## src/rtl/hpu_regif_cfg_pc_reqack.sv

```systemverilog
// AXI4-lite register bank: pseudo-channel base addresses plus req/ack handshake channels
// with per-channel timeout, sticky done/error bits and a registered interrupt.
module hpu_regif_cfg_pc_reqack #(
    parameter int PC_NB       = 16,
    parameter int PC_ADD_W    = 64,
    parameter int REQ_NB      = 2,
    parameter int TIMEOUT_W   = 16,
    parameter int AXIL_ADD_W  = 16,
    parameter int AXIL_DATA_W = 32
) (
    input  logic                              cfg_clk_i,
    input  logic                              cfg_srst_i,
    input  logic [AXIL_ADD_W-1:0]             s_axil_awaddr_i,
    input  logic                              s_axil_awvalid_i,
    output logic                              s_axil_awready_o,
    input  logic [AXIL_DATA_W-1:0]            s_axil_wdata_i,
    input  logic [AXIL_DATA_W/8-1:0]          s_axil_wstrb_i,
    input  logic                              s_axil_wvalid_i,
    output logic                              s_axil_wready_o,
    output logic [1:0]                        s_axil_bresp_o,
    output logic                              s_axil_bvalid_o,
    input  logic                              s_axil_bready_i,
    input  logic [AXIL_ADD_W-1:0]             s_axil_araddr_i,
    input  logic                              s_axil_arvalid_i,
    output logic                              s_axil_arready_o,
    output logic [AXIL_DATA_W-1:0]            s_axil_rdata_o,
    output logic [1:0]                        s_axil_rresp_o,
    output logic                              s_axil_rvalid_o,
    input  logic                              s_axil_rready_i,
    output logic [PC_NB-1:0][PC_ADD_W-1:0]    pc_addr_o,
    output logic [REQ_NB-1:0]                 req_o,
    input  logic [REQ_NB-1:0]                 ack_i,
    output logic                              irq_o
);

    if (PC_NB < 1 || PC_NB > 32) begin : g_chk_pc_nb
        $fatal(1, "PC_NB must be in 1..32");
    end
    if (PC_ADD_W < 1 || PC_ADD_W > 64) begin : g_chk_pc_add_w
        $fatal(1, "PC_ADD_W must be in 1..64");
    end
    if (REQ_NB < 1 || REQ_NB > 8) begin : g_chk_req_nb
        $fatal(1, "REQ_NB must be in 1..8");
    end
    if (TIMEOUT_W < 1 || TIMEOUT_W > 32) begin : g_chk_timeout_w
        $fatal(1, "TIMEOUT_W must be in 1..32");
    end
    if (AXIL_ADD_W < 10) begin : g_chk_add_w
        $fatal(1, "AXIL_ADD_W must be at least 10");
    end
    if (AXIL_DATA_W < 32 || (AXIL_DATA_W % 8) != 0) begin : g_chk_data_w
        $fatal(1, "AXIL_DATA_W must be a multiple of 8, at least 32");
    end

    localparam logic [1:0] RespOkay   = 2'b00;
    localparam logic [1:0] RespSlverr = 2'b10;

    typedef enum logic [2:0] {
        StIdle    = 3'd0,
        StReq     = 3'd1,
        StWaitLow = 3'd2
    } ch_state_e;

    typedef struct packed {
        logic       pc_hit;
        logic       ch_hit;
        logic [4:0] pc_idx;
        logic       msb;
        logic [2:0] ch_idx;
    } dec_t;

    // Decode a word address: PC registers first, channel block at byte 0x200.
    function automatic dec_t decode(input logic [31:0] wa);
        dec_t d;
        d = '0;
        if (wa < 32'(2 * PC_NB)) begin
            d.pc_hit = 1'b1;
            d.pc_idx = wa[5:1];
            d.msb    = wa[0];
        end else if (wa >= 32'h80 && wa < 32'h80 + 32'(REQ_NB)) begin
            d.ch_hit = 1'b1;
            d.ch_idx = wa[2:0];
        end
        return d;
    endfunction

    logic                        wr_hs, rd_hs;
    dec_t                        w_dec, r_dec;
    logic                        bvalid_q, rvalid_q, irq_q;
    logic [1:0]                  bresp_q, rresp_q, rresp_d;
    logic [AXIL_DATA_W-1:0]      rdata_q, rdata_d;
    logic [PC_NB-1:0][31:0]      pc_lsb_q, pc_msb_q;
    logic [REQ_NB-1:0][5:0]      ch_status;
    logic [REQ_NB-1:0]           ch_pend;
    logic                        unused_addr_bits;

    assign unused_addr_bits = ^{s_axil_awaddr_i[1:0], s_axil_araddr_i[1:0], s_axil_wstrb_i};

    assign w_dec = decode(32'(s_axil_awaddr_i[AXIL_ADD_W-1:2]));
    assign r_dec = decode(32'(s_axil_araddr_i[AXIL_ADD_W-1:2]));

    assign wr_hs = s_axil_awvalid_i & s_axil_wvalid_i & ~bvalid_q & ~cfg_srst_i;
    assign rd_hs = s_axil_arvalid_i & ~rvalid_q & ~cfg_srst_i;

    assign s_axil_awready_o = wr_hs;
    assign s_axil_wready_o  = wr_hs;
    assign s_axil_arready_o = rd_hs;
    assign s_axil_bvalid_o  = bvalid_q;
    assign s_axil_bresp_o   = bresp_q;
    assign s_axil_rvalid_o  = rvalid_q;
    assign s_axil_rresp_o   = rresp_q;
    assign s_axil_rdata_o   = rdata_q;
    assign irq_o            = irq_q;

    always_ff @(posedge cfg_clk_i) begin
        if (cfg_srst_i) begin
            bvalid_q <= 1'b0;
            bresp_q  <= RespOkay;
        end else if (wr_hs) begin
            bvalid_q <= 1'b1;
            bresp_q  <= (w_dec.pc_hit | w_dec.ch_hit) ? RespOkay : RespSlverr;
        end else if (s_axil_bready_i) begin
            bvalid_q <= 1'b0;
        end
    end

    always_ff @(posedge cfg_clk_i) begin
        if (cfg_srst_i) begin
            pc_lsb_q <= '0;
            pc_msb_q <= '0;
        end else if (wr_hs && w_dec.pc_hit) begin
            for (int i = 0; i < PC_NB; i++) begin
                if (w_dec.pc_idx == 5'(i)) begin
                    if (w_dec.msb) pc_msb_q[i] <= s_axil_wdata_i[31:0];
                    else           pc_lsb_q[i] <= s_axil_wdata_i[31:0];
                end
            end
        end
    end

    for (genvar i = 0; i < PC_NB; i++) begin : g_pc
        assign pc_addr_o[i] = PC_ADD_W'({pc_msb_q[i], pc_lsb_q[i]});
    end

    for (genvar g = 0; g < REQ_NB; g++) begin : g_ch
        ch_state_e            state_q;
        logic                 req_q, done_q, err_q;
        logic [TIMEOUT_W-1:0] cnt_q, cnt_inc;
        logic                 ctl_wr, tmo, set_done, set_err;

        assign ctl_wr   = wr_hs & w_dec.ch_hit & (w_dec.ch_idx == 3'(g));
        assign cnt_inc  = cnt_q + TIMEOUT_W'(1);
        assign tmo      = (cnt_inc == {TIMEOUT_W{1'b1}});
        assign set_done = (state_q == StWaitLow) & ~ack_i[g];
        // Timeout only fires when the handshake is not already advancing this cycle.
        assign set_err  = tmo & (((state_q == StReq) & ~ack_i[g]) |
                                 ((state_q == StWaitLow) & ack_i[g]));

        always_ff @(posedge cfg_clk_i) begin
            if (cfg_srst_i) begin
                state_q <= StIdle;
                req_q   <= 1'b0;
                done_q  <= 1'b0;
                err_q   <= 1'b0;
                cnt_q   <= '0;
            end else begin
                done_q <= (done_q & ~(ctl_wr & s_axil_wdata_i[1])) | set_done;
                err_q  <= (err_q & ~(ctl_wr & s_axil_wdata_i[2])) | set_err;
                case (state_q)
                    StIdle: begin
                        if (ctl_wr && s_axil_wdata_i[0]) begin
                            state_q <= StReq;
                            req_q   <= 1'b1;
                            cnt_q   <= '0;
                        end
                    end
                    StReq: begin
                        cnt_q <= cnt_inc;
                        if (ack_i[g]) begin
                            state_q <= StWaitLow;
                            req_q   <= 1'b0;
                        end else if (tmo) begin
                            state_q <= StIdle;
                            req_q   <= 1'b0;
                        end
                    end
                    StWaitLow: begin
                        cnt_q <= cnt_inc;
                        if (!ack_i[g] || tmo) state_q <= StIdle;
                    end
                    default: begin
                        state_q <= StIdle;
                        req_q   <= 1'b0;
                    end
                endcase
            end
        end

        assign req_o[g]     = req_q;
        assign ch_pend[g]   = done_q | err_q;
        assign ch_status[g] = {state_q, err_q, done_q, state_q != StIdle};
    end

    always_ff @(posedge cfg_clk_i) begin
        if (cfg_srst_i) irq_q <= 1'b0;
        else            irq_q <= |ch_pend;
    end

    always_comb begin
        rdata_d = '0;
        rresp_d = RespSlverr;
        if (r_dec.pc_hit) begin
            rresp_d = RespOkay;
            for (int i = 0; i < PC_NB; i++) begin
                if (r_dec.pc_idx == 5'(i)) begin
                    rdata_d = AXIL_DATA_W'(r_dec.msb ? pc_msb_q[i] : pc_lsb_q[i]);
                end
            end
        end else if (r_dec.ch_hit) begin
            rresp_d = RespOkay;
            for (int j = 0; j < REQ_NB; j++) begin
                if (r_dec.ch_idx == 3'(j)) rdata_d = AXIL_DATA_W'(ch_status[j]);
            end
        end
    end

    always_ff @(posedge cfg_clk_i) begin
        if (cfg_srst_i) begin
            rvalid_q <= 1'b0;
            rdata_q  <= '0;
            rresp_q  <= RespOkay;
        end else if (rd_hs) begin
            rvalid_q <= 1'b1;
            rdata_q  <= rdata_d;
            rresp_q  <= rresp_d;
        end else if (s_axil_rready_i) begin
            rvalid_q <= 1'b0;
        end
    end

endmodule

```

## config.mk

```make
export PLATFORM = sky130hd
export DESIGN_NAME = hpu_regif_cfg_pc_reqack
export DESIGN_NICKNAME = d
export VERILOG_FILES = /design/src/rtl/hpu_regif_cfg_pc_reqack.sv
export SDC_FILE = /design/constraint.sdc
export NUM_CORES = 2
export LEC_CHECK = 0
export ABC_CLOCK_PERIOD_IN_PS = 6400
export CORE_AREA = 2 2 447 449
export DETAILED_ROUTE_END_ITERATION = 10
export DIE_AREA = 0 0 449 451
export PLACE_DENSITY = 0.53
export SYNTH_ARGS = -nofsm -noshare
export SYNTH_HDL_FRONTEND = slang
export SYNTH_SLANG_ARGS = --single-unit
export TNS_END_PERCENT = 20
```

## constraint.sdc

```tcl
create_clock -name cfg_clk_i -period 6.4 [get_ports cfg_clk_i]
set_clock_uncertainty 0.2 [all_clocks]
set_input_delay 0.96 -clock cfg_clk_i [delete_from_list [all_inputs] [get_ports cfg_clk_i]]
set_output_delay 0.96 -clock cfg_clk_i [all_outputs]
set_load 0.005 [all_outputs]
```

---- Word level (Yosys, flattened, before mapping) ----
Cells that the tools add are included.
W data, S select, Z words.
storage, ports and cells
  output and inout port bits .............. 1,068
  flip-flop bits (word level) ............. 1,107
cells by class
  equality and inequality tests ........... 44
  $add $sub $neg .......................... 2
  bitwise gates (word level) .............. 45
  order comparisons ....................... 6
  reduce and logical (&&, ||, !) cells .... 62
  multiplexer cells ....................... 77
operator list
  cell                     count
  $mux W32                 35
  $reduce_and A3 Y1        36
  $eq A5 B4 Y1 const B     16
  $pmux W16 S2             2
  $eq A5 B3 Y1 const B     8
  $mux W3                  12
  $add A16 B1 Y16 const B  2
  $eq A16 B16 Y1 const B   2
  $mux W16                 2
  $ge A14 B8 Y1 const B    2
  $lt A14 B6 Y1 const B    2
  $lt A14 B8 Y1 const B    2
  $and A1 B1 Y1            24
  $eq A5 B2 Y1 const B     4
  $mux W6                  3
  $pmux W3 S3              2
  $mux W1                  16
  $eq A3 B1 Y1 const B     4
  $logic_not A3 Y1         4
  $not A1 Y1               12
  $eq A5 B1 Y1 const B     2
  $logic_not A5 Y1         2
  $or A1 B1 Y1             9
  $reduce_bool A2 Y1       4
  other kinds (12)         29

---- Logic depth before layout (Yosys ltp) ----
  depth after elaboration ................. 20
  gate-level depth with buffers ........... 13
  gate-level depth less buffers ........... 9

---- Worst setup path before layout ----
No wires, ideal clock.
  kind .................................... in2reg
  start ................................... input s_axil_araddr_i[8]
  end ..................................... register rdata_q[6] (netlist: s_axil_rdata_o[6])
  stages on the path ...................... 9
  required time ........................... 6,075 ps
  library setup time ...................... 125 ps
  slack ................................... 2,802 ps
  buffers on the path ..................... 1
  data arrival time ....................... 3,273 ps
  cell sequence ........................... or4_1 -> buf_2 -> nor4_4 -> mux2_2 -> o21ai_1 -> a21oi_1 -> or3_1 -> a2111oi_2 -> o21ai_1
on the way
  longest elaborated chain between the ends .. 20
  elaborated cells between the ends (all ways) .. 58
RTL lines
  element                                              RTL line  source
  start, declared                                      23        input logic [AXIL_ADD_W-1:0] s_axil_araddr_i,
  $lt A14 B6 Y1                                        76        if (wa < 32'(2 * PC_NB)) begin
  $mux W6                                              76
  $logic_not A5 Y1 / $mux W32 (equally long branches)  215, 216
  $mux W32 (16 in a row)                               215       if (r_dec.pc_idx == 5'(i)) begin
  $mux W32 (*)                                         212       if (r_dec.pc_hit) begin
  end signal, assigned                                 234       rdata_q <= rdata_d;
  end, declared                                        91        logic [AXIL_DATA_W-1:0] rdata_q, rdata_d;
Mark *: on every way between the ends. The rest lies on a longest branch, timed or not.
A chain may end at the register's enable or synchronous reset.

---- Worst setup path after layout ----
  start ................................... input s_axil_araddr_i[8]
  end ..................................... register rdata_q[28] (netlist: s_axil_rdata_o[28])
Same word-level chain as after synthesis.

==> run metrics <==
Setup Buffers After CTS=0; Tot GR Track Use=34.94%; Slew @ Worst Pin=1.322 ns; final net count=7842; Synth Area in XOR/XNOR=0.1428%; Core Util, Final=34.35%; Primary FF master, synth=dfxtp_1; input/output buffers=1134; Tcrit/Tclk final=84.72%; Initial Util=24.76%; max cap viols=0; Seq/Total Area, Yosys=45.00%; worst-skew pair later-pin latency=0.85 ns; DR DRC count=0; Die ar.=202500 sq um; CP Cell Sequence=clkdlybuf4s50_1 -> nor4_4 -> nand4_1 -> buf_4 -> buf_4 -> buf_4 -> buf_4 -> nand2_1 -> a21oi_1 -> nor2_1 -> nand2_1 -> a21oi_1 -> o22ai_1; vias in the first global route=52982; Slew HR=11.27%; Post-Synth Simple-Gate Area=25.83%; outcome=complete, no violations; Arrival @ worst endpoint=5.88 ns; top cell type's share of synthesized area=45.00%; Synth Area in Compound Gates=19.82%; # setup viols final=0; Root Buffer Master=clkbuf_16; area of the core=198200 sq um; Syn Area/Cell=7.176 sq um; initial antenna violation count=36; cell row count=164; CTS tree=yes; Final Instance Area=68090 sq um; GPL Wtd Cong=0.9697; fmax=0.1844 GHz; final wirelength=371.6 mm; share of layout cells above drive strength 1=8.113%; distinct cell type count after synthesis=74; Inserted Clock Buffers=137; main combinational cell family by area after synthesis=simple AND/OR/NAND/NOR gates; CP max stage cell=a21oi_1; Post-Syn Instances=6838; wire per inst=35.28 microns; # resized after CTS=0; die outline width=449 microns; Iteration-0 DRC Markers=9403; WS Path Type=in2reg; Synth async-reset ratio=0%; clock-pin transition on the worst setup and hold timing paths=0.06 ns; EDFF count, synth=0; post-synth top area cell=dfxtp_1; Worst Setup End Kind=flip-flop; Synth Register Bits=1103; WP data required=6.86 ns; Leakage=0.02146 uW; Adder-Cell Fraction of Synth Area=0.2550%; highest ir drop seen on vdd=0.1913 mV; antenna viol nets, final=0; Ports=1145; vias=58739; Synth-to-Final Area Change=38.76%; Final Max Slew Viols=0; Hold-fix buffers, CTS=0; synth top area cells=dfxtp_1 45%, nand2_1 21%, a21oi_1 13%, clkbuf_1 4.0%, mux2i_1 3.2%; startpoint type of the worst setup path=input pin; Post-Syn Area=49070 sq um; H-tree depth=4; power per cell area=227.0 nW/um^2; Overflow after GRT=0; First-pass DRT Iterations=9; vias per std cell=5.577; die height=451 microns; crit-path max FO=23; Crit path largest cell delay=0.81 ns; dpl hpwl=268.2 mm; post-synthesis mux area share=3.524%; RSZ-0062 raised after global routing=no; Hold Path Class=reg2reg; Period minus WS final=5.422 ns; Ys Warns=0; first-pass GRT wire length=487.8 mm; Longest Clk Path Bufs=3; DP Area=63550 sq um; Hold Fails Final Rpt=0; largest net degree at the start of global routing=217; setup TNS=0 ns; clk sinks=1103; Worst path most repeated cell=buf_4
==> worst paths after layout <==
path / startpoint / to / slack (ns) / depth (start not counted)
min reg2reg: pc_addr_o[489] / pc_addr_o[489] / 0.27 / 2
min: pc_addr_o[489] / pc_addr_o[489] / 0.27 / 2
max reg2reg: s_axil_rvalid_o / s_axil_rdata_o[19] / 2.70 / 8
max: s_axil_araddr_i[8] / s_axil_rdata_o[28] / 0.98 / 13
==> area by class of cell <==
class	instances	area, sq um
multi-input cells	5094	24780
fillers	21047	130100
inverters	25	93.84
clock buffers	200	4008
well taps	2656	3323
diodes	12	30.03
clock inverters	48	500.5
repair buffers	1394	13280
flip-flops and latches	1103	22080
==> power by group <==
part	internal, uW	switching (uW)
clock network	4540	3450
registers	6870	1.11
logic	82.4	508
total	11500	3960
==> through the flow <==
step / std cells / hold slack (ns) / power, uW / setup WS [ns]
2_1_floorplan: 6839 / 0.2483 / 7247 / 2.802
3_3_place_gp: 10272 / 0.2550 / 7580 / 0.2665
3_5_place_dp: 10272 / 0.2593 / 7582 / 0.2314
4_1_cts: 10520 / 0.2668 / 15470 / 1.115
5_1_grt: 10522 / 0.2867 / 15750 / 1.144
6_report: 10532 / 0.2690 / 15450 / 0.9780
==> routing by layer <==
metal	share of wire [%]	routed length, microns	GRT usage, %	vias up
li1	-	-	-	24834
met1	38	141800	43.74	28678
met2	42	157400	52.15	4355
met3	12	42860	10.02	854
met4	7.9	29400	22.95	18
met5	0.033	121	0	-
==> state kept, by name, summed over array words and instances (netlist names) <==
name,cells
pc_addr_o,1024
g_ch.cnt_q,32
s_axil_rdata_o,32
g_ch.state_q,4
g_ch.done_q,2
g_ch.err_q,2
g_ch.req_q,2
irq_o,1
s_axil_bresp_o,1
s_axil_bvalid_o,1
s_axil_rresp_o,1
s_axil_rvalid_o,1
==> layout by cell type, fill, tap and decap left out, types with 26 or more instances in the layout <==
master / synthesis / routed
dfxtp_1: 1103 / 1103
clkdlybuf4s50_1: 0 / 1098
mux2i_1: 157 / 157
nand3_1: 127 / 123
clkinv_2: 0 / 26
buf_4: 32 / 251
clkbuf_16: 0 / 139
o21ai_0: 88 / 83
clkbuf_1: 519 / 31
clkbuf_8: 0 / 30
nor3_1: 50 / 42
nor2_1: 107 / 68
a31oi_1: 107 / 107
nand2_1: 2721 / 2710
a22oi_1: 43 / 43
buf_2: 40 / 33
a21oi_1: 1249 / 1249
==> cells by family (layout without fill, tap and decap cells) <==
| kind of cell | Yosys count | after routing |
|---|---|---|
| multiplexers | 171 | 171 |
| adder cells (fa/ha/maj) | 10 | 10 |
| flip-flops | 1103 | 1103 |
| other | 1 | 14 |
| buffers and inverters | 642 | 1667 |
| XOR/XNOR | 8 | 8 |
| AND/OR/NAND/NOR | 3164 | 3164 |
| AO/OA/AOI/OAI | 1739 | 1739 |
==> synth_stat cells, drive strengths merged, types with 15 or more instances <==
| cell | n |
|---|---|
| a211oi | 22 |
| a21oi | 1249 |
| a22oi | 43 |
| a311oi | 27 |
| a31oi | 107 |
| a32oi | 18 |
| and3 | 22 |
| buf | 98 |
| clkbuf | 519 |
| dfxtp | 1103 |
| inv | 24 |
| mux2i | 157 |
| nand2 | 2721 |
| nand3 | 127 |
| nand3b | 16 |
| nand4 | 21 |
| nor2 | 108 |
| nor3 | 56 |
| nor4 | 35 |
| o2111ai | 15 |
| o211ai | 21 |
| o21ai | 105 |
| o221ai | 23 |
| o22ai | 25 |
==> worst max-delay path, delay by kind of cell <==
kind | cells | cell delay (ns)
buffers and inverters | 5 | 1.70
AOI/OAI and AO/OA | 3 | 1.05
and+or+nand+nor | 5 | 2.09
Power figures use the tool's default switching activity.
